==> config.mk <==
export PLATFORM = sky130hd
export DESIGN_NAME = ra_pq_param
export DESIGN_NICKNAME = d
export VERILOG_FILES = /design/src/rtl/pq_pkg.sv /design/src/rtl/ra_pq_param_cell.sv /design/src/rtl/ra_pq_param.sv
export SDC_FILE = /design/constraint.sdc
export NUM_CORES = 1
export LEC_CHECK = 0
export BUFFER_PORTS_ARGS = -buffer_cell sky130_fd_sc_hd__buf_2
export CAP_MARGIN = 40
export CORE_AREA = 2 2 200 124
export CTS_CLUSTER_SIZE = 30
export DETAILED_ROUTE_END_ITERATION = 10
export DIE_AREA = 0 0 202 126
export HOLD_SLACK_MARGIN = 0.03
export PLACE_DENSITY = 0.65
export SLEW_MARGIN = 30
export SYNTH_ARGS = -nofsm -noshare
export SYNTH_HDL_FRONTEND = slang
export SYNTH_SLANG_ARGS = --single-unit
==> constraint.sdc <==
create_clock -name clk -period 3.95 [get_ports clk]
set_input_delay 0.395 -clock clk [delete_from_list [all_inputs] [get_ports clk]]
set_output_delay 0.395 -clock clk [all_outputs]
set_load 0.03 [all_outputs]
==> src/rtl/pq_pkg.sv <==
// pq_pkg: shared widths, entry/slot types and the priority compare used by the sorter cells
package pq_pkg;
  localparam int KEY_WIDTH = 8;
  localparam int VAL_WIDTH = 8;
  typedef struct packed {
    logic [KEY_WIDTH-1:0] key;
    logic [VAL_WIDTH-1:0] val;
  } kv_t;
  typedef struct packed {
    logic valid;
    kv_t  kv;
  } slot_t;
  // Keys arrive zero-extended to 64 bits so any key width up to 64 shares one compare.
  // An invalid slot always loses, which makes the first empty slot the natural tail.
  function automatic logic pq_better(logic [63:0] a, logic b_valid, logic [63:0] b, logic min_first);
    return !b_valid || (min_first ? a < b : a > b);
  endfunction
endpackage

==> src/rtl/ra_pq_param_cell.sv <==
// ra_pq_cell: one slot of the sorted shift array; decides its own insert flag and next content
module ra_pq_cell
  import pq_pkg::*;
#(
  parameter int KEY_WIDTH = pq_pkg::KEY_WIDTH,
  parameter int VAL_WIDTH = pq_pkg::VAL_WIDTH,
  parameter int MIN_FIRST = 1,
  localparam int W = KEY_WIDTH + VAL_WIDTH
) (
  input  logic         clk,
  input  logic         rst_n,
  input  logic         enq,
  input  logic         deq,
  input  logic         ins_above,
  input  logic [W:0]   above,
  input  logic [W:0]   below,
  input  logic [W-1:0] kvi,
  output logic         ins,
  output logic [W:0]   slot
);
  logic [W:0] cand;
  logic [W:0] nxt;
  // With a dequeue the array moves up first, so this slot is judged against what would land here.
  // Once a slot above has taken kvi, everything below moves one place further down.
  always_comb begin
    cand = deq ? below : slot;
    ins  = enq && pq_better(64'(kvi[W-1:VAL_WIDTH]), cand[W], 64'(cand[W-1:VAL_WIDTH]), MIN_FIRST != 0);
    nxt  = ins_above ? (deq ? slot : above) : ins ? {1'b1, kvi} : cand;
  end
  // Slot register: cleared to invalid/zero on reset.
  always_ff @(posedge clk or negedge rst_n) begin
    if (!rst_n) slot <= '0;
    else slot <= nxt;
  end
endmodule

==> src/rtl/ra_pq_param.sv <==
// ra_pq_param: register-array priority queue, head at slot 0; RA_PQ_REPLACE_EN lets a better entry evict the tail when full
module ra_pq_param
  import pq_pkg::*;
#(
  parameter int KEY_WIDTH = pq_pkg::KEY_WIDTH,
  parameter int VAL_WIDTH = pq_pkg::VAL_WIDTH,
  parameter int DEPTH     = 8,
  parameter int MIN_FIRST = 1
) (
  input  logic                             clk,
  input  logic                             rst_n,
  input  logic                             enq,
  input  logic                             deq,
  input  logic [KEY_WIDTH+VAL_WIDTH-1:0]   kvi,
  output logic [KEY_WIDTH+VAL_WIDTH-1:0]   kvo,
  output logic                             ovalid,
  output logic                             empty,
  output logic                             full,
  output logic [$clog2(DEPTH+1)-1:0]       count,
  output logic                             overflow,
  output logic                             underflow
);
  localparam int W  = KEY_WIDTH + VAL_WIDTH;
  localparam int CW = $clog2(DEPTH+1);
  logic [W:0]     s [DEPTH+2];
  logic [DEPTH:0] ins_v;
  logic           deq_e;
  logic           enq_e;
  logic           inc;
  logic           dec;
  logic [CW-1:0]  cnt_n;
  assign s[0]       = '0;
  assign s[DEPTH+1] = '0;
  assign ins_v[0]   = 1'b0;
  assign kvo        = s[1][W-1:0];
  assign ovalid     = s[1][W];
  for (genvar i = 0; i < DEPTH; i++) begin : g_cell
    ra_pq_cell #(
      .KEY_WIDTH(KEY_WIDTH),
      .VAL_WIDTH(VAL_WIDTH),
      .MIN_FIRST(MIN_FIRST)
    ) u_cell (
      .clk      (clk),
      .rst_n    (rst_n),
      .enq      (enq_e),
      .deq      (deq_e),
      .ins_above(ins_v[i]),
      .above    (s[i]),
      .below    (s[i+2]),
      .kvi      (kvi),
      .ins      (ins_v[i+1]),
      .slot     (s[i+1])
    );
  end
  // Qualify the controls: a deq on empty does nothing, and a full queue only takes kvi if it may evict the tail.
  always_comb begin
    deq_e = deq && !empty;
`ifdef RA_PQ_REPLACE_EN
    enq_e = enq;
`else
    enq_e = enq && (!full || deq_e);
`endif
    inc   = enq_e && !deq_e && !full;
    dec   = deq_e && !enq_e;
    cnt_n = inc ? count + CW'(1) : dec ? count - CW'(1) : count;
  end
  // Occupancy and status flags, all registered alongside the slots.
  always_ff @(posedge clk or negedge rst_n) begin
    if (!rst_n) begin
      count     <= '0;
      empty     <= 1'b1;
      full      <= 1'b0;
      overflow  <= 1'b0;
      underflow <= 1'b0;
    end else begin
      count     <= cnt_n;
      empty     <= cnt_n == '0;
      full      <= cnt_n == CW'(DEPTH);
      overflow  <= enq && full && !deq_e;
      underflow <= deq && empty;
    end
  end
endmodule

## Word level (Yosys, flattened, before mapping)

Cells that the tools add are included.

| storage, ports and cells | value |
|---|---|
| register bits | 144 |
| bits of input ports | 20 |
| logic and storage cells | 89 |

| operators by class | value |
|---|---|
| add/sub/neg operators | 2 |
| magnitude comparators | 8 |
| eq/ne operators | 1 |
| multiplexer cells | 25 |
| reductions and logical operators | 39 |

Operators with widths:

| cell | count |
|---|---|
| 17-bit two-way mux | 23 |
| 8-bit < comparator | 8 |
| 1-bit logical AND | 16 |
| 1-bit logical NOT | 12 |
| 1-bit logical OR | 9 |
| 4-bit two-way mux | 2 |
| 4-bit by 1-bit adder with 4-bit output, second input constant | 1 |
| 4-bit == test, second input constant | 1 |
| 4-bit logical NOT | 1 |
| 4-bit by 1-bit subtractor with 4-bit output, second input constant | 1 |
| 3-bit nonzero test | 1 |

## Depth between registers and ports, before layout

Gate-level depths: netlist of the first run.

| logic depth | value |
|---|---|
| word-level depth | 9 |
| gate-level depth with buffers | 15 |

## Modules after synthesis

From an unflattened synthesis of the first run, not the netlist that was laid out.

| unflattened totals | value |
|---|---|
| cell total of the unflattened synthesis | 1566 |
| area, all modules | 13492.9 um^2 |

Modules (own cells, without submodules):

| module | instances | cells an instance | area an instance (um^2) | seq. area each (um^2) |
|---|---|---|---|---|
| ra_pq_cell | 8 | 190 | 1624.1 | 425.4 |
| ra_pq_param | 1 | 46 | 500.5 | 201.4 |

## Least setup slack after synthesis of the first run

Ideal clock, no wire load.

| timing | value |
|---|---|
| path kind | register to register |
| start | reg empty |
| end | reg g_cell[7].u_cell.slot[8] |
| setup time | 0.126 ns |
| arrival | 3.577 ns |
| required time | 3.824 ns |
| setup slack | 0.247 ns |
| cell stages (with the launch flop) | 14 |
| clock period less this slack | 3.703 ns |
| path through | dfstp_2 -> nand2b_4 -> buf_6 -> buf_2 -> buf_2 -> buf_2 -> mux2i_1 -> ha_1 -> a211oi_1 -> a31oi_4 -> o211a_1 -> a211o_1 -> buf_2 -> a221o_1 |

| on the way | value |
|---|---|
| longest elaborated chain between the ends | 8 |

Ends and longest elaborated chain:

| element | RTL line | text |
|---|---|---|
| start: declaration | ra_pq_param.sv:17 | `output logic empty,` |
| start signal: assignment | ra_pq_param.sv:71 | `empty <= 1'b1;` |
| start signal: assignment | ra_pq_param.sv:77 | `empty <= cnt_n == '0;` |
| 1-bit logical NOT * | ra_pq_param.sv:57 | `deq_e = deq && !empty;` |
| 1-bit logical AND * | ra_pq_param.sv:57 |  |
| 17-bit two-way mux | ra_pq_param_cell.sv:26 | `cand = deq ? below : slot;` |
| 8-bit < comparator or 1-bit logical NOT (tied branches) | pq_pkg.sv:16 | `return !b_valid \|\| (min_first ? a < b : a > b);` |
| 1-bit logical OR | pq_pkg.sv:16 |  |
| 1-bit logical AND | ra_pq_param_cell.sv:27 | `ins = enq && pq_better(64'(kvi[W-1:VAL_WIDTH]), cand[W], 64'(cand[W-1:VAL_WIDTH]), MIN_FIRST != 0);` |
| 17-bit two-way mux | ra_pq_param_cell.sv:28 | `nxt = ins_above ? (deq ? slot : above) : ins ? {1'b1, kvi} : cand;` |
| 17-bit two-way mux * | ra_pq_param_cell.sv:28 |  |
| named net g_cell[7].u_cell.nxt[8] | ra_pq_param_cell.sv:22 | `logic [W:0] nxt;` |
| end signal: assignment | ra_pq_param_cell.sv:33 | `else slot <= nxt;` |
| end: declaration | ra_pq_param_cell.sv:19 | `output logic [W:0] slot` |

Mark *: on every way through the listed nets, which the timed path passes. The rest lies on a longest branch. The select of a mux whose other input is x is not followed.
A chain may end at the register's enable or synchronous reset.

## Worst setup path after layout of the first run

| timing | value |
|---|---|
| start | reg empty |
| end | reg g_cell[2].u_cell.slot[0] |

| on the way | value |
|---|---|
| longest elaborated chain between the ends | 8 |

Ends and longest elaborated chain:

| element | RTL line |
|---|---|
| 1-bit logical NOT * | ra_pq_param.sv:57 |
| 1-bit logical AND * | ra_pq_param.sv:57 |
| 17-bit two-way mux | -- |
| 8-bit < comparator or 1-bit logical NOT (tied branches) | pq_pkg.sv:16 |
| 1-bit logical OR | pq_pkg.sv:16 |
| 1-bit logical AND | ra_pq_param_cell.sv:27 |
| 17-bit two-way mux | ra_pq_param_cell.sv:28 |
| 17-bit two-way mux * | ra_pq_param_cell.sv:28 |
| named net g_cell[2].u_cell.nxt[0] | ra_pq_param_cell.sv:22 |
| end signal: assignment | ra_pq_param_cell.sv:33 |
| end: declaration | ra_pq_param_cell.sv:19 |

Mark *: on every way through the listed nets, which the timed path passes. The rest lies on a longest branch.

==> results of run 1 <==
## synth_stat cells, drive strengths merged, types with 3 or more instances
library cell,n
mux2i,171
dfrtp,143
nand2,92
o21ai,63
ha,58
buf,42
o22ai,40
and2,39
mux2,37
nor2,23
inv,22
nor3,18
o21a,18
clkbuf,16
a21oi,15
or3,12
o221ai,10
a221o,9
o2bb2ai,9
a31o,8
a211oi,7
nand4,6
a211o,5
o211ai,5
nor4,4
a221oi,3
nand2b,3
## where the power goes
part / switching [W] / total (W) / internal [W] / leakage [nW]
clock: 0.000740 / 0.00164 / 0.000897 / 0.281
combinational: 0.00296 / 0.00524 / 0.00228 / 2.88
sequential: 0.000538 / 0.00279 / 0.00226 / 1.73
## registers in the layout (all words and copies together), names as in the netlist
signal and cells:
empty 1, g_cell.u_cell.slot 136, underflow 1, overflow 1, full 1, count 4
## per-stage QoR
step	util	instance area (sq um)	instances
2_1_floorplan	-	9290	904
3_3_place_gp	0.421	9940	1241
3_5_place_dp	0.421	9940	1241
4_1_cts	0.446	10500	1273
5_1_grt	0.448	10600	1275
6_report	0.448	10600	1275
## worst max-delay path, delay by kind of cell, from the launching register on
| family | cells | cell delay, ps |
|---|---|---|
| adder cells (fa/ha/maj) | 1 | 290 |
| AO/OA/AOI/OAI | 5 | 660 |
| buffers and inverters | 3 | 840 |
| AND/OR/NAND/NOR | 2 | 720 |
| flip-flops | 1 | 550 |
| multiplexers | 1 | 390 |
## routing by layer
layer	vias to the layer above	track usage
met2	219	0.259
met3	18	0.0512
met1	3519	0.330
met4	0	0.0411
li1	3447	-
met5	-	0
## kinds of logic after synthesis
| kind of cell | after synthesis | synth area share |
|---|---|---|
| and+or+nand+nor | 207 | 0.108 |
| DFF | 144 | 0.388 |
| xor gates and xnor gates | 3 | 0.00283 |
| buffers and inverters | 80 | 0.0415 |
| muxes | 208 | 0.229 |
| AOI/OAI and AO/OA | 204 | 0.153 |
| adders and majority gates | 58 | 0.0781 |
## worst paths after layout
path,startpoint,to,slack (ps),depth (start not counted)
setup / recovery,empty$_DFF_PN1_,g_cell[2].u_cell.slot[0]$_DFF_PN0_,360,12
hold / removal,deq,underflow$_DFF_PN0_,240,2
setup reg to reg,empty$_DFF_PN1_,g_cell[2].u_cell.slot[0]$_DFF_PN0_,360,12
hold reg to reg,g_cell[7].u_cell.slot[0]$_DFFE_PN0P_,g_cell[7].u_cell.slot[0]$_DFFE_PN0P_,510,1
max in group asynchronous,rst_n,empty$_DFF_PN1_,2920,3
min in group asynchronous,rst_n,g_cell[0].u_cell.slot[14]$_DFF_PN0_,390,2
## layout make-up
type	count	share of cell area
multi-input combinational	680	0.505
sequential	144	0.341
timing repair buffer	75	0.0515
clock buffer	17	0.0402
tap	322	0.0381
clock inverter	15	0.0160
inverter	22	0.00781
==> metrics.md, run 1 <==
| Metric | Value |
|---|---|
| Outcome | finished clean |
| Total design power | about 0.0097 W |
| Number of instances in the synthesized netlist | 904 |
| Starting density of the core | 0.393 |
| Number of nets produced by synthesis | a little under 1000 |
| Area used by multi-input combinational logic | around 5300 sq um |
| Final Hold Slack | 241 ps |
| Count of flip-flops with a built-in enable after synthesis | 0 |
| Number of buffers created by CTS | 17 |
| Root buffer selected by CTS | sky130_fd_sc_hd__clkbuf_16 |
| Number of buffers inserted by post-CTS setup repair | 0 |
| Initial antenna violation count | 0 |
| Site row count | 44 |
| Post-cts sizing count | 0 |
| Number of design-rule violations left by the first detailed-router iteration | a little under 600 |
| Worst setup slack after placement | 419 ps |
| Die boundary width | a little over 200 um |
| Ratio of routed vias to standard cells | between 5 and 6 |
| Maximum number of pins on one net before global-route repair | 88 |
| Yosys warning count | 0 |
| Remaining global-route overflow | 0 |
| Combined flip-flop and latch cell area | 3600 sq um |
| Leakage dissipation | 4.89 nW |
| Netlist area before placement | 9290 sq um |
| Largest cells by area after synthesis | sky130_fd_sc_hd__dfrtp_1, sky130_fd_sc_hd__mux2i_1, sky130_fd_sc_hd__ha_1, sky130_fd_sc_hd__mux2_2, sky130_fd_sc_hd__nand2_1 |
| Count of pins over their slew limit | 0 |
| Vertical extent of the die | 126 um |
| Post-DRT Antenna Nets | 0 |
| Total via count in the routed design | 7203 |
| Max incr delay on CP | approximately 550 ps |
| Shortest period the worst path allows | 3590 ps |
| Pre-antenna DRT Iters | 5 |
| Total Neg Setup Slack | 0 ps |
| Count of port buffers added during placement | 44 |
| Later-pin clock latency in the skew report | 430 ps |
| TritonCTS clock tree | built |
| Post-synthesis sequential area ratio | 0.388 |
| MaxCap Viol Count | 0 |
| Per-instance average area after synthesis | 10.3 sq um |
| CP max stage cell | sky130_fd_sc_hd__dfstp_2 |
| CP Data Required Time | 4260 ps |
| Transition time of the tightest slew-check pin | between 700 and 800 ps |
| Per-cell routed wire length | 19.5 um |
| Final net count | 1018 |
| Final-report setup violation count | 0 |
| Worst-path cell chain | nand2b_4, buf_12, buf_4, mux2i_1, ha_1, o21ai_0, o2bb2ai_1, a2111oi_0, or3_1, buf_4, o21ai_0, o22ai_1 |
| F_max | 0.279 GHz |
| Yosys top cell by area | sky130_fd_sc_hd__dfrtp_1 |
| Via count of the first global-routing pass | ~7000 |
| Antenna diode count | 0 |
| Unrepaired setup endpoints after global routing | false |
| Routed wire length on met3 | 1880 um |
| Most common cell after layout, fill and taps aside | sky130_fd_sc_hd__mux2i_1 |
| Sum of routed wire segments on met1 | 13300 um |
| Pwr Density | 915 nW/um^2 |
| Proportion of netlist area held by the largest area contributor | 0.385 |
| Number of buffers inserted by hold repair at cts | 0 |
| Top library cells by usage in the layout, fill and taps aside | sky130_fd_sc_hd__mux2i_1, sky130_fd_sc_hd__dfrtp_1, sky130_fd_sc_hd__nand2_1, sky130_fd_sc_hd__ha_1, sky130_fd_sc_hd__o21ai_0 |
| Kind of end point of the critical path | flip-flop |
| Topmost layer with routed signal wires | met4 |
| Hold violation count in the final report | 0 |
| Die ar. | 25500 sq um |
| Fill cell instance count of the final layout | roughly 2200 |
| Setup Crit Path Kind | reg -> reg |
| Routed wire length | 24900 um |
| Clock-pin transition on the worst setup and hold timing paths | about 70 ps |
| Predominant post-synthesis flop cell | sky130_fd_sc_hd__dfrtp_1 |
| Final critical-path share of the clock period | 0.909 |
| Top-level I/O count | 45 |
| Headroom to the max-slew limit | 0.465 |
| Synth async-reset ratio | 1.00 |
| Worst setup skew after layout | 12.2 ps |
| Final HPWL from detailed placement | between 15000 and 20000 um |
| Layout area overhead | 13.8% |
| Critical Path Fanout Max | 48 |
| Share of post-route cells with drive strength above 1 | 0.169 |
| Area of the core | 23600 sq um |
| GRT Overall Usage | 0.202 |
| First-pass GRT wire length | 40600 um |
| Number of buffers on the longest clock path | 2 |
| Critical path launch point type | flip-flop |
| Weighted congestion at the end of routability-driven global placement | 0.904 |
| DRC | 0 |
| Met2 Wirelength | 9460 um |
| Arr. time, crit path | about 3900 ps |
| Class of the worst hold path | in -> reg |
| Maximum VDD drop | between 0.0003 and 0.0004 V |
| Flop and latch count out of synthesis | 144 |
| Final worst setup slack | ~360 ps |
| Count of H-tree levels built during CTS | 4 |
| Clock sink count | about 140 |
| Post-synth cell types | 58 |
(Power assumes the default switching activity.)
==> run 2, diff against run 1 <==
--- a/config.mk
+++ b/config.mk
@@ -12,7 +12,7 @@
 export DETAILED_ROUTE_END_ITERATION = 10
 export DIE_AREA = 0 0 202 126
 export HOLD_SLACK_MARGIN = 0.03
-export PLACE_DENSITY = 0.65
+export PLACE_DENSITY_LB_ADDON = 0.12
 export SLEW_MARGIN = 30
 export SYNTH_ARGS = -nofsm -noshare
 export SYNTH_HDL_FRONTEND = slang
==> metrics.md, run 2 (synthesis gave the netlist of run 1 again) <==
| Metric | Value |
|---|---|
| Post-DRT Antenna Nets | 0 (unchanged) |
| Per-cell routed wire length | 20.6 um (was 19.5 um) |
| Top library cells by usage in the layout, fill and taps aside | sky130_fd_sc_hd__mux2i_1, sky130_fd_sc_hd__dfrtp_1, sky130_fd_sc_hd__nand2_1, sky130_fd_sc_hd__ha_1, sky130_fd_sc_hd__o21ai_0 (unchanged) |
| Setup Crit Path Kind | reg -> reg (unchanged) |
| Critical path launch point type | flip-flop (unchanged) |
| Post-cts sizing count | 0 (unchanged) |
| Vertical extent of the die | 126 um (unchanged) |
| Clock sink count | 144 (unchanged) |
| CP Data Required Time | 4240 ps (was 4260 ps) |
| Count of pins over their slew limit | 0 (unchanged) |
| Count of port buffers added during placement | 44 (unchanged) |
| Maximum VDD drop | 0.000583 V (was 0.000341 V) |
| Number of buffers created by CTS | 17 (unchanged) |
| Final net count | 1032 (was 1018) |
| Via count of the first global-routing pass | 6549 (was 7028) |
| Pwr Density | 918 nW/um^2 (was 915 nW/um^2) |
| Shortest period the worst path allows | 3740 ps (was 3590 ps) |
| Weighted congestion at the end of routability-driven global placement | 0.820 (was 0.904) |
| Ratio of routed vias to standard cells | 5.55 (was 5.65) |
| Starting density of the core | 0.393 (unchanged) |
| Flip-flop count of the largest register after layout | 136 (unchanged) |
| Clock-pin transition on the worst setup and hold timing paths | 70 ps (about the same) |
| Depth of the most critical reg-to-reg path | 12 (unchanged) |
| Arr. time, crit path | 4020 ps (was 3900 ps) |
| Final-report setup violation count | 0 (unchanged) |
| Endpoint of the most critical register-to-register path | g_cell[6].u_cell.slot[14]$_DFF_PN0_ (was g_cell[2].u_cell.slot[0]$_DFF_PN0_) |
| Site row count | 44 (unchanged) |
| CP max stage cell | sky130_fd_sc_hd__o21ai_0 (was sky130_fd_sc_hd__dfstp_2) |
| First-pass GRT wire length | 41800 um (was 40600 um) |
| Die boundary width | 202 um (unchanged) |
| Class of the worst hold path | in -> reg (unchanged) |
| Share of post-route cells with drive strength above 1 | 0.182 (was 0.169) |
| Critical Path Fanout Max | 27 (was 48) |
| Combinational group share of total power | 0.549 (was 0.542) |
| MaxCap Viol Count | 0 (unchanged) |
| Register with the most flip-flops | g_cell.u_cell.slot (unchanged) |
| Total Neg Setup Slack | 0 ps (unchanged) |
| Routed wire length | 26500 um (was 24900 um) |
| Net switching power | 0.00426 W (was 0.00424 W) |
| Leakage dissipation | 4.97 nW (was 4.89 nW) |
| Final non-filler cell area | 10700 sq um (was 10600 sq um) |
| Worst setup skew after layout | 14.3 ps (was 12.2 ps) |
| Number of design-rule violations left by the first detailed-router iteration | 481 (was 596) |
| Cell total after placement | 1256 (was 1241) |
| Worst setup slack for register-to-register paths | 210 ps (was 360 ps) |
| Kind of end point of the critical path | flip-flop (unchanged) |
| Switching power as a share of total power | 0.433 (was 0.438) |
| Max incr delay on CP | 690 ps (was 550 ps) |
| Clock share of power | 0.165 (was 0.169) |
| Unrepaired setup endpoints after global routing | false (unchanged) |
| Largest regs | g_cell.u_cell.slot: 136 flops, count: 4 flops (unchanged) |
| GRT Overall Usage | 0.216 (was 0.202) |
| Placement Cell Area | 10100 sq um (was 9940 sq um) |
| Initial antenna violation count | 0 (unchanged) |
| Final critical-path share of the clock period | 0.946 (was 0.909) |
| Count of H-tree levels built during CTS | 4 (unchanged) |
| Maximum number of pins on one net before global-route repair | 57 (was 88) |
| Dominant delay contributor by cell family on the critical path | compound AO/OA/AOI/OAI gates (was buffers and inverters) |
| Headroom to the max-slew limit | 0.408 (was 0.465) |
| Hold violation count in the final report | 0 (unchanged) |
| Worst-path cell chain | nand2b_4, buf_4, mux2i_1, ha_1, a21oi_1, o21ai_0, or2_0, buf_4, o21a_1, buf_4, and2_1, o22ai_1 (was nand2b_4, buf_12, buf_4, mux2i_1, ha_1, o21ai_0, o2bb2ai_1, a2111oi_0, or3_1, buf_4, o21ai_0, o22ai_1) |
| Remaining global-route overflow | 0 (unchanged) |
| Critical Path End | g_cell[6].u_cell.slot[14]$_DFF_PN0_ (was g_cell[2].u_cell.slot[0]$_DFF_PN0_) |
| Total via count in the routed design | 7164 (was 7203) |
| Pre-antenna DRT Iters | 5 (unchanged) |
| Layout area overhead | 15.3% (was 13.8%) |
| Worst path depth | 12 (unchanged) |
| Final HPWL from detailed placement | 19400 um (was 18000 um) |
| Number of buffers inserted by post-CTS setup repair | 0 (unchanged) |
| Root buffer selected by CTS | sky130_fd_sc_hd__clkbuf_16 (unchanged) |
| Reg power frac | 0.287 (was 0.289) |
| Start point of the critical path | empty$_DFF_PN1_ (unchanged) |
| Number of buffers inserted by hold repair at cts | 1 (was 0) |
| Cell-internal power | 0.00557 W (was 0.00543 W) |
| F_max | 0.267 GHz (was 0.279 GHz) |
| R2r startpoint | empty$_DFF_PN1_ (unchanged) |
| Most common cell after layout, fill and taps aside | sky130_fd_sc_hd__mux2i_1 (unchanged) |
| Buffering stage count on the worst path with inverters included | 3 (unchanged) |
| Later-pin clock latency in the skew report | 430 ps (about the same) |
| Area of the core | 23600 sq um (unchanged) |
| TritonCTS clock tree | built (unchanged) |
| Die ar. | 25500 sq um (unchanged) |
| Transition time of the tightest slew-check pin | 879 ps (was 782 ps) |
| Number of buffers on the longest clock path | 2 (unchanged) |
| Final cell count without fillers | 1290 (was 1275) |
| Most frequent CP cell | sky130_fd_sc_hd__buf_4 |
| Outcome | finished clean (unchanged) |
| DRC | 0 (unchanged) |
| Top-level I/O count | 45 (unchanged) |
## run 2: cell count changes in the layout (fill, tap and decap cells not counted), sizes merged
| cell | before | now |
|---|---|---|
| buf | 74 | 88 |
| clkbuf | 17 | 19 |
| diode | 0 | 1 |
| inv | 29 | 27 |
## run 2: how the worst min path moves through the flow
stage                                               startpoint                              endpoint  slack [ps]  cells past startpoint
after floorplan                                          rst_n                    count[0]$_DFF_PN0_         100                      0
after global placement    g_cell[7].u_cell.slot[4]$_DFFE_PN0P_  g_cell[7].u_cell.slot[4]$_DFFE_PN0P_         500                      1
after detailed placement                                 rst_n   g_cell[5].u_cell.slot[14]$_DFF_PN0_         370                      1
after CTS                                                  deq                   underflow$_DFF_PN0_         260                      2
after global routing                                       deq                   underflow$_DFF_PN0_         270                      2
final                                                      deq                   underflow$_DFF_PN0_         270                      2
## run 2: stage by stage
stage          hold WS (ps)   util  setup slack, ps  power [W]
2_1_floorplan          99.4      -              247    0.00664
3_3_place_gp            498  0.426              339    0.00810
3_5_place_dp            375  0.428              317    0.00818
4_1_cts                 260  0.453              282    0.00984
5_1_grt                 266  0.453             22.3     0.0106
6_report                270  0.453              211    0.00983
## run 2: area by class of cell
cell class                 count  area, sq um
tap                          322          403
clock buffer                  19          453
fill                        2249        12900
inverter                      22         82.6
clock inverter                13          126
sequential                   144         3600
antenna                        1         2.50
multi-input combinational    680         5340
timing repair buffer          89          694
## run 2: power by group through the flow
stage / combinational, W / clock, W / sequential, W
2_1_floorplan: 0.00381 / 0 / 0.00283
3_3_place_gp: 0.00528 / 0 / 0.00282
3_5_place_dp: 0.00536 / 0 / 0.00282
4_1_cts: 0.00539 / 0.00165 / 0.00280
5_1_grt: 0.00599 / 0.00171 / 0.00290
6_report: 0.00539 / 0.00162 / 0.00282
## run 2: layer usage
layer	vias up	track usage	wire, um
li1	3477	-	-
met1	3489	0.385	15800
met2	182	0.244	9110
met3	16	0.0443	1440
met4	0	0.0458	219
met5	-	0	0
## run 2: worst reg2reg max path: cells and delay by family (launching register included)
family                   cells  cell delay [ps]
AO/OA/AOI/OAI                4              950
adder cells (fa/ha/maj)      1              200
buffers and inverters        3              720
flip-flops                   1              560
multiplexers                 1              340
AND/OR/NAND/NOR              3              840
==> run 3, diff against run 2 <==
--- a/config.mk
+++ b/config.mk
@@ -12,7 +12,7 @@
 export DETAILED_ROUTE_END_ITERATION = 10
 export DIE_AREA = 0 0 202 126
 export HOLD_SLACK_MARGIN = 0.03
-export PLACE_DENSITY_LB_ADDON = 0.12
+export MAX_ROUTING_LAYER = met4
 export SLEW_MARGIN = 30
 export SYNTH_ARGS = -nofsm -noshare
 export SYNTH_HDL_FRONTEND = slang
==> metrics.md, run 3 (synthesis gave the netlist of run 1 again) <==
| Metric | Value |
|---|---|
| Outcome | finished clean (unchanged) |
| Top-level I/O count | 45 (unchanged) |
| Setup Crit Path Kind | reg -> reg (unchanged) |
| Cell total after placement | 1248 (was 1256) |
| Top library cells by usage in the layout, fill and taps aside | sky130_fd_sc_hd__mux2i_1, sky130_fd_sc_hd__dfrtp_1, sky130_fd_sc_hd__nand2_1, sky130_fd_sc_hd__ha_1, sky130_fd_sc_hd__o21ai_0 (unchanged) |
| Layout area overhead | 14.2% (was 15.3%) |
| Fill cell instance count of the final layout | 2197 (was 2249) |
| TritonCTS clock tree | built (unchanged) |
| Root buffer selected by CTS | sky130_fd_sc_hd__clkbuf_16 (unchanged) |
| Number of buffers created by CTS | 17 (unchanged) |
| Headroom to the max-slew limit | 0.461 (was 0.408) |
| Met1 track demand over resource | 0.372 (was 0.385) |
| Antenna diode count | 0 (was 1) |
| GRT Overall Usage | 0.223 (was 0.216) |
| Count of port buffers added during placement | 44 (unchanged) |
| Arr. time, crit path | 3940 ps (was 4020 ps) |
| Final HPWL from detailed placement | 19600 um (was 19400 um) |
| Remaining global-route overflow | 0 (unchanged) |
| Number of buffers inserted by post-CTS setup repair | 0 (unchanged) |
| Worst setup slack after placement | 320 ps (was 317 ps) |
| Die boundary width | 202 um (unchanged) |
| Area of the core | 23600 sq um (unchanged) |
| Number of buffers inserted by hold repair at cts | 1 (unchanged) |
| Critical Path Fanout Max | 34 (was 27) |
| Pre-antenna DRT Iters | 5 (unchanged) |
| Vertical extent of the die | 126 um (unchanged) |
| Initial antenna violation count | 0 (unchanged) |
| Total via count in the routed design | 7275 (was 7164) |
| Placement Cell Area | 10000 sq um (was 10100 sq um) |
| Clock sink count | 144 (unchanged) |
| Transition time of the tightest slew-check pin | 788 ps (was 879 ps) |
| Leakage dissipation | 4.92 nW (was 4.97 nW) |
| Grt peak-use layer | met1 (unchanged) |
| Share of post-route cells with drive strength above 1 | 0.173 (was 0.182) |
| First-pass GRT wire length | 42000 um (was 41800 um) |
| Most common cell after layout, fill and taps aside | sky130_fd_sc_hd__mux2i_1 (unchanged) |
| Shortest period the worst path allows | 3610 ps (was 3740 ps) |
| Final-report setup violation count | 0 (unchanged) |
| Maximum VDD drop | 0.000312 V (was 0.000583 V) |
| Per-cell routed wire length | 20.7 um (was 20.6 um) |
| Later-pin clock latency in the skew report | 450 ps (was 430 ps) |
| F_max | 0.277 GHz (was 0.267 GHz) |
| Unrepaired setup endpoints after global routing | false (unchanged) |
| Flip-flop count of the largest register after layout | 136 (unchanged) |
| Pwr Density | 914 nW/um^2 (was 918 nW/um^2) |
| Hold violation count in the final report | 0 (unchanged) |
| Maximum number of pins on one net before global-route repair | 59 (was 57) |
| Final critical-path share of the clock period | 0.915 (was 0.946) |
| Post-DRT Antenna Nets | 0 (unchanged) |
| Final worst setup slack | 335 ps (was 211 ps) |
| Via count of the first global-routing pass | 6812 (was 6549) |
| CP Data Required Time | 4280 ps (was 4240 ps) |
| Ratio of routed vias to standard cells | 5.68 (was 5.55) |
| Final cell count without fillers | 1280 (was 1290) |
| Routed wire length | 26500 um (about the same) |
| Number of design-rule violations left by the first detailed-router iteration | 727 (was 481) |
| Worst setup skew after layout | 16.3 ps (was 14.3 ps) |
| Number of buffers on the longest clock path | 2 (unchanged) |
| Die ar. | 25500 sq um (unchanged) |
| Met3 Resource Use GR | 0.0455 (was 0.0443) |
| Global-route track usage on met2 | 0.257 (was 0.244) |
| MaxCap Viol Count | 0 (unchanged) |
| Starting density of the core | 0.393 (unchanged) |
| Kind of end point of the critical path | flip-flop (unchanged) |
| Largest regs | g_cell.u_cell.slot: 136 flops, count: 4 flops (unchanged) |
| Clock-pin transition on the worst setup and hold timing paths | 70 ps (about the same) |
| DRC | 0 (unchanged) |
| Class of the worst hold path | in -> reg (unchanged) |
| Site row count | 44 (unchanged) |
| Total Neg Setup Slack | 0 ps (unchanged) |
| Count of pins over their slew limit | 0 (unchanged) |
| Final net count | 1024 (was 1032) |
| Post-cts sizing count | 0 (unchanged) |
| Weighted congestion at the end of routability-driven global placement | 0.899 (was 0.820) |
| Register with the most flip-flops | g_cell.u_cell.slot (unchanged) |
| Final non-filler cell area | 10600 sq um (was 10700 sq um) |
| Count of H-tree levels built during CTS | 4 (unchanged) |
| Critical path launch point type | flip-flop (unchanged) |
==> run 3: cell count changes in the layout (fill, tap and decap cells not counted), sizes merged <==
cell    previous run  this run
buf               88        80
clkinv             4         3
bufinv             1         0
inv               27        26
diode              1         0
clkbuf            19        21
==> run 3: layout make-up <==
class	instances	area [sq um]	area share
Clock inverter	10	76.3	0.00720
Tap cell	322	403	0.0380
Timing Repair Buffer	81	618	0.0583
Inverter	22	82.6	0.00779
Clock buffer	21	480	0.0453
Sequential cell	144	3600	0.340
Multi-Input combinational cell	680	5340	0.504
==> run 3: final timing paths <==
path                       cells past startpoint                from  slack [ps]                                   end
max in group asynchronous                      3               rst_n        2840  g_cell[7].u_cell.slot[6]$_DFFE_PN0P_
min in group asynchronous                      2               rst_n         430   g_cell[0].u_cell.slot[15]$_DFF_PN0_
min reg2reg                                    1  count[3]$_DFF_PN0_         510                    count[3]$_DFF_PN0_
max reg2reg                                   12     empty$_DFF_PN1_         340    g_cell[5].u_cell.slot[5]$_DFF_PN0_
max                                           12     empty$_DFF_PN1_         340    g_cell[5].u_cell.slot[5]$_DFF_PN0_
min                                            2                 deq         230                   underflow$_DFF_PN0_
==> run 3: report_power, final <==
part	switching (W)	leakage [nW]	internal, W
Sequential	0.000559	1.73	0.00226
Combinational	0.00299	2.92	0.00233
Clock	0.000696	0.269	0.000873
==> run 3: metal layers <==
layer / up-vias / wire (um)
met4: 0 / 249
met5: - / 0
met1: 3561 / 14900
li1: 3460 / -
met2: 233 / 9350
met3: 21 / 1940
==> run 3: worst max-delay path, cell delays in order (launching register included) <==
cell and delay [ps]:
sky130_fd_sc_hd__dfstp_2 550, sky130_fd_sc_hd__nand2b_4 340, sky130_fd_sc_hd__buf_12 260, sky130_fd_sc_hd__buf_4 210, sky130_fd_sc_hd__mux2i_1 350, sky130_fd_sc_hd__ha_1 310, sky130_fd_sc_hd__o21ai_0 170, sky130_fd_sc_hd__nor2_1 70
sky130_fd_sc_hd__nor4_1 410, sky130_fd_sc_hd__a221oi_4 160, sky130_fd_sc_hd__buf_12 210, sky130_fd_sc_hd__mux2i_1 150, sky130_fd_sc_hd__mux2_2 270
==> run 3: per-stage QoR <==
step,hold WS [ps],total power (W),utilization
6_report,234,0.00970,0.449
5_1_grt,249,0.0104,0.449
4_1_cts,226,0.00968,0.449
3_5_place_dp,346,0.00807,0.425
3_3_place_gp,491,0.00795,0.423
2_1_floorplan,99.4,0.00664,-
